**config.mk**
```make
export PLATFORM = sky130hd
export DESIGN_NAME = down_count16_flat
export DESIGN_NICKNAME = d
export VERILOG_FILES = /design/src/rtl/down_count16_pkg.sv /design/src/rtl/down_count16_if.sv /design/src/rtl/down_count16_half_sub_diffbar.sv /design/src/rtl/down_count16.sv /design/src/flat_wrapper.sv
export SDC_FILE = /design/constraint.sdc
export NUM_CORES = 1
export LEC_CHECK = 0
export BUFFER_PORTS_ARGS = -buffer_cell sky130_fd_sc_hd__buf_4
export CAP_MARGIN = 20
export CORE_AREA = 2 2 39 41
export CTS_BUF_LIST = sky130_fd_sc_hd__clkbuf_4 sky130_fd_sc_hd__clkbuf_8
export DETAILED_ROUTE_END_ITERATION = 7
export DIE_AREA = 0 0 41 43
export SETUP_SLACK_MARGIN = 0.02
export SYNTH_ARGS = -nofsm -noshare
export SYNTH_HDL_FRONTEND = slang
export SYNTH_HIERARCHICAL = 1
export SYNTH_SLANG_ARGS = --single-unit
```
**constraint.sdc**
```tcl
create_clock -name clk -period 5 [get_ports clk]
set_input_delay 1 -clock clk [delete_from_list [all_inputs] [get_ports clk]]
set_output_delay 1 -clock clk [all_outputs]
set_load 0.005 [all_outputs]
```
**src/rtl/down_count16_pkg.sv**
```systemverilog
// Shared constants for the down_count16 retry/timeout counter.
// Imported by the interface and the counter top.
package down_count16_pkg;

  localparam int WIDTH_DEF = 4;
  localparam int CNT_MAX   = (1 << WIDTH_DEF) - 1;
  localparam int CNT_ZERO  = 0;

endpackage

```
**src/rtl/down_count16_if.sv**
```systemverilog
// Control/status bundle between the FSM controller (master) and the
// down-counter (slave).
interface down_count16_if
  import down_count16_pkg::*;
#(
  parameter int WIDTH = WIDTH_DEF
);

  logic             down_count16_load;
  logic [WIDTH-1:0] load_val;
  logic             down_count16_dec;
  logic [WIDTH-1:0] q;
  logic             zero;
  logic             tc;
  logic             borrow;

  modport master (
    output down_count16_load, load_val, down_count16_dec,
    input  q, zero, tc, borrow
  );

  modport slave (
    input  down_count16_load, load_val, down_count16_dec,
    output q, zero, tc, borrow
  );

endinterface

```
**src/rtl/down_count16_half_sub_diffbar.sv**
```systemverilog
// One bit of the ripple-borrow decrement chain: computes a - bin.
// The difference is produced inverted (diff_n).
module half_sub_diffbar (
  input  logic a,
  input  logic bin,
  output logic diff_n,
  output logic bout
);

  assign diff_n = ~(a ^ bin);
  assign bout   = ~a & bin;

endmodule

```
**src/rtl/down_count16.sv**
```systemverilog
// Loadable synchronous down-counter with zero detect, terminal-count and
// borrow pulses. Build option: DOWN_COUNT16_SAT_EN saturates at zero instead of wrapping.
module down_count16
  import down_count16_pkg::*;
#(
  parameter int               WIDTH    = WIDTH_DEF,
  parameter logic [WIDTH-1:0] INIT_VAL = '0
) (
  input logic            clk,
  input logic            down_count16_init,
  down_count16_if.slave  cif
);

  logic [WIDTH-1:0] q_r;
  logic             zero_r;
  logic             tc_r;
  logic             borrow_r;

  logic [WIDTH-1:0] bin;
  logic [WIDTH-1:0] bout;
  logic [WIDTH-1:0] diff_n;
  logic [WIDTH-1:0] dec_val;
  logic             underflow;

  logic [WIDTH-1:0] q_nxt;
  logic             zero_nxt;
  logic             tc_nxt;
  logic             borrow_nxt;

  // Underflow policy: hold at zero when saturating, otherwise wrap to all-ones.
  function automatic logic [WIDTH-1:0] underflow_fix(input logic [WIDTH-1:0] d,
                                                     input logic             uf);
`ifdef DOWN_COUNT16_SAT_EN
    return uf ? WIDTH'(CNT_ZERO) : d;
`else
    return uf ? {WIDTH{1'b1}} : d;
`endif
  endfunction

  // Borrow enters at the LSB with dec; a borrow out of the MSB means dec at zero.
  assign bin = {bout[WIDTH-2:0], cif.down_count16_dec};

  for (genvar i = 0; i < WIDTH; i++) begin : g_sub
    half_sub_diffbar u_hs (
      .a      (q_r[i]),
      .bin    (bin[i]),
      .diff_n (diff_n[i]),
      .bout   (bout[i])
    );
  end

  assign dec_val   = ~diff_n;
  assign underflow = bout[WIDTH-1];

  always_comb begin
    q_nxt      = q_r;
    zero_nxt   = zero_r;
    tc_nxt     = 1'b0;
    borrow_nxt = 1'b0;
    if (cif.down_count16_load) begin
      q_nxt    = cif.load_val;
      zero_nxt = (cif.load_val == WIDTH'(CNT_ZERO));
    end else if (cif.down_count16_dec) begin
      q_nxt      = underflow_fix(dec_val, underflow);
      zero_nxt   = (q_nxt == WIDTH'(CNT_ZERO));
      tc_nxt     = (q_r == WIDTH'(1));
      borrow_nxt = underflow;
    end
  end

  always_ff @(posedge clk) begin
    if (down_count16_init) begin
      q_r      <= INIT_VAL;
      zero_r   <= (INIT_VAL == WIDTH'(CNT_ZERO));
      tc_r     <= 1'b0;
      borrow_r <= 1'b0;
    end else begin
      q_r      <= q_nxt;
      zero_r   <= zero_nxt;
      tc_r     <= tc_nxt;
      borrow_r <= borrow_nxt;
    end
  end

  assign cif.q      = q_r;
  assign cif.zero   = zero_r;
  assign cif.tc     = tc_r;
  assign cif.borrow = borrow_r;

endmodule

```
**src/flat_wrapper.sv**
```systemverilog
// flat-port wrapper written by rule: the top's interface ports become plain ports
module down_count16_flat import down_count16_pkg::*;
#(
  parameter int               WIDTH    = WIDTH_DEF,
  parameter logic [WIDTH-1:0] INIT_VAL = '0
)
  (clk, down_count16_init, cif_down_count16_load, cif_load_val, cif_down_count16_dec, cif_q, cif_zero, cif_tc, cif_borrow);
  down_count16_if #(.WIDTH(WIDTH)) cif_i ();
  input logic clk;
  input logic down_count16_init;
  input wire logic [$bits(cif_i.down_count16_load)-1:0] cif_down_count16_load;
  input wire logic [$bits(cif_i.load_val)-1:0] cif_load_val;
  input wire logic [$bits(cif_i.down_count16_dec)-1:0] cif_down_count16_dec;
  output wire logic [$bits(cif_i.q)-1:0] cif_q;
  output wire logic [$bits(cif_i.zero)-1:0] cif_zero;
  output wire logic [$bits(cif_i.tc)-1:0] cif_tc;
  output wire logic [$bits(cif_i.borrow)-1:0] cif_borrow;
  assign cif_i.down_count16_load = cif_down_count16_load;
  assign cif_i.load_val = cif_load_val;
  assign cif_i.down_count16_dec = cif_down_count16_dec;
  assign cif_q = cif_i.q;
  assign cif_zero = cif_i.zero;
  assign cif_tc = cif_i.tc;
  assign cif_borrow = cif_i.borrow;
  down_count16 #(.WIDTH(WIDTH), .INIT_VAL(INIT_VAL)) u_core (.clk(clk), .down_count16_init(down_count16_init), .cif(cif_i));
endmodule
```
==> results.txt <==
Detail Placement HPWL: 691 µm
Crit Reg-Reg Startpoint: u_core/cif.q[0]
htree depth: 1
site row count: 14
setup slack, reg-to-reg: 3180 ps
max cap viols: 0
fin. max-slew vios: 0
synth unique cells: 16
Slew headroom: 0.844
sw frac: 0.256
logic gate share of total power: 0.222
Synth-to-Final Area Change: 35.7%
Residual DRC: 0
Worst path most repeated cell: ha_1
end of the critical path: u_core/cif.q[3]
minimum clock period: 2290 ps
CTS sink count: 7
CTS tree: yes
CTS max path bufs: 2
Max Fclk: 0.437 GHz
DP Area: 512 µm²
port bufs: 14
DR iter-0 viols: 7
final core occ: 0.392
Buf/Inv on CP: 1
worst slew pin tran: 231 ps
vias in the first global route: 338
sequential group share of total power: 0.408
NetSw: 39.0 µW
global-route wire length before repair: 1390 µm
reg2reg path depth: 7
Initial Utilization: 0.288
Final Cycle Share: 0.458
Via density: 5.01
leading cell type in the layout, fill and taps excluded: buf_4
clock share of power: 0.370
drt pass-1 iters: 4
FF-to-FF End: u_core/cif.q[3]
clk_lat worst skew: 250 ps
crit-path cells: buf_4 > ha_1 > ha_1 > ha_1 > ha_1 > a311o_1 > a21oi_1
area of the mapped netlist: 399 µm²
Syn Inst Count: 46
FF+latch count, synth: 7
LEAKAGE: 0.238 nW
Synthesized Nets: 58
post_cts resized: 0
outcome: completed
gr usage total: 0.122
Critical Path Fanout Max: 12
setup violators final: 0
ANT cells: 0
Clk pin slew, worst setup/hold paths: 60 ps
worst hold path type: flip-flop to flip-flop
Crit-path slowest cell: a311o_1
pin count of the biggest net entering global routing: 14
drt total wl: 892 µm
Setup TNS: 0 ps
worst vdd ir: 0.121 mV
most frequent cells in the layout: buf_4 (14), dfxtp_1 (7), nor2_1 (6)
GRT Residual Overflow: 0
core area: 1380 µm²
critical path data required time: 5180 ps
Critical Path AT: 2480 ps
CTS Hold Bufs: 0
gpl congestion: 0.679
crit start category: primary input
antenna-violating nets left: 0
Cell Int Power: 114 µW
Max stage delay on crit path: 350 ps
DR WL/cell: 11.6 µm
crit path from: cif_down_count16_dec
clock root cell: clkbuf_4
Hold Vio Cnt, Final: 0
nets: 74
io pins: 15
Post-CTS Setup Inserts: 0
YS warnings: 6
share of layout cells above drive strength 1: 0.328
Crit. End Element: flip-flop
Crit path max-delay family: adder cells
critical path depth in cells: 7
chip width: 41 µm
TritonCTS buffer count: 3
RSZ-0062 raised after global routing: no
die height: 43 µm
Synth Area per Inst: 8.68 µm²
die footprint: 1760 µm²
Final Cell Area: 542 µm²
initial antenna violation count: 0
worst setup path class: primary input to flip-flop
pwr dens: 282 nW/µm²
post-synthesis sequential area ratio: 0.351
vias: 386
clock skew: 6.62 ps
[per-stage QoR]
step | setup slack, ps | hold WS, ps | cells | total power, mW
after floorplan | 2690 | 555 | 46 | 0.0830
after global placement | 2480 | 547 | 73 | 0.0969
after detailed placement | 2440 | 564 | 73 | 0.0977
after CTS | 2700 | 577 | 77 | 0.155
after global routing | 2630 | 625 | 77 | 0.162
final | 2710 | 570 | 77 | 0.153
[final cells by class]
| type | count | area, µm² |
|---|---|---|
| sequential | 7 | 140 |
| timing repair buffer | 14 | 105 |
| fill | 152 | 842 |
| multi-input combinational | 31 | 228 |
| tap | 16 | 20.0 |
| inverter | 5 | 18.8 |
| clock buffer | 4 | 30.0 |
[layer usage]
metal,up-vias,GRT usage,routed length (µm)
met5,-,0,0
met4,0,0.100,8
met3,2,0.0157,39
met2,10,0.191,465
met1,177,0.136,378
li1,197,-,-
[worst min-delay path, cell delays in order (launching register included)]
cell and delay (ps):
dfxtp_1 330, nor2_1 50, nand2_1 60, o31a_1 110
[sequential cells by signal (all words and copies together) (netlist names)]
register	flops
u_core/cif.borrow	1
u_core/cif.q	4
u_core/cif.tc	1
u_core/cif.zero	1
[power groups by stage]
stage	combinational (mW)	clock, mW	sequential, mW
4_1_cts	0.0342	0.0584	0.0623
5_1_grt	0.0381	0.0614	0.0628
2_1_floorplan	0.0196	0	0.0634
3_3_place_gp	0.0335	0	0.0634
3_5_place_dp	0.0341	0	0.0635
6_report	0.0338	0.0565	0.0623
[cells in the mapped netlist]
cell | number | area share
dfxtp_1 | 7 | 0.35
nor2_1 | 6 | 0.056
inv_1 | 5 | 0.047
nand2_1 | 5 | 0.047
a21oi_1 | 4 | 0.050
a311o_1 | 4 | 0.10
ha_1 | 4 | 0.13
clkbuf_1 | 2 | 0.019
or4b_1 | 2 | 0.050
buf_2 | 1 | 0.013
nand4b_1 | 1 | 0.022
nor4b_1 | 1 | 0.022
nor4b_2 | 1 | 0.038
o22ai_1 | 1 | 0.016
o31a_1 | 1 | 0.022
or2b_2 | 1 | 0.022
[kinds of logic (layout without fill, tap and decap cells)]
group / after synthesis / count (layout) / synth area share
AND/OR/NAND/NOR: 17 / 17 / 0.257
flip-flops: 7 / 7 / 0.351
adder cells (fa/ha/maj): 4 / 4 / 0.125
AO/OA/AOI/OAI: 10 / 10 / 0.188
buffers and inverters: 8 / 23 / 0.0784
[worst min path at each step]
stage                                from         endpoint  cells after the start
after floorplan           u_core/cif.zero  u_core/cif.zero                      3
after global placement    u_core/cif.zero  u_core/cif.zero                      3
after detailed placement  u_core/cif.zero  u_core/cif.zero                      3
after CTS                 u_core/cif.zero  u_core/cif.zero                      3
after global routing      u_core/cif.q[1]    u_core/cif.tc                      2
final                     u_core/cif.zero  u_core/cif.zero                      3
No activity file was read; power rests on OpenSTA's default activity.
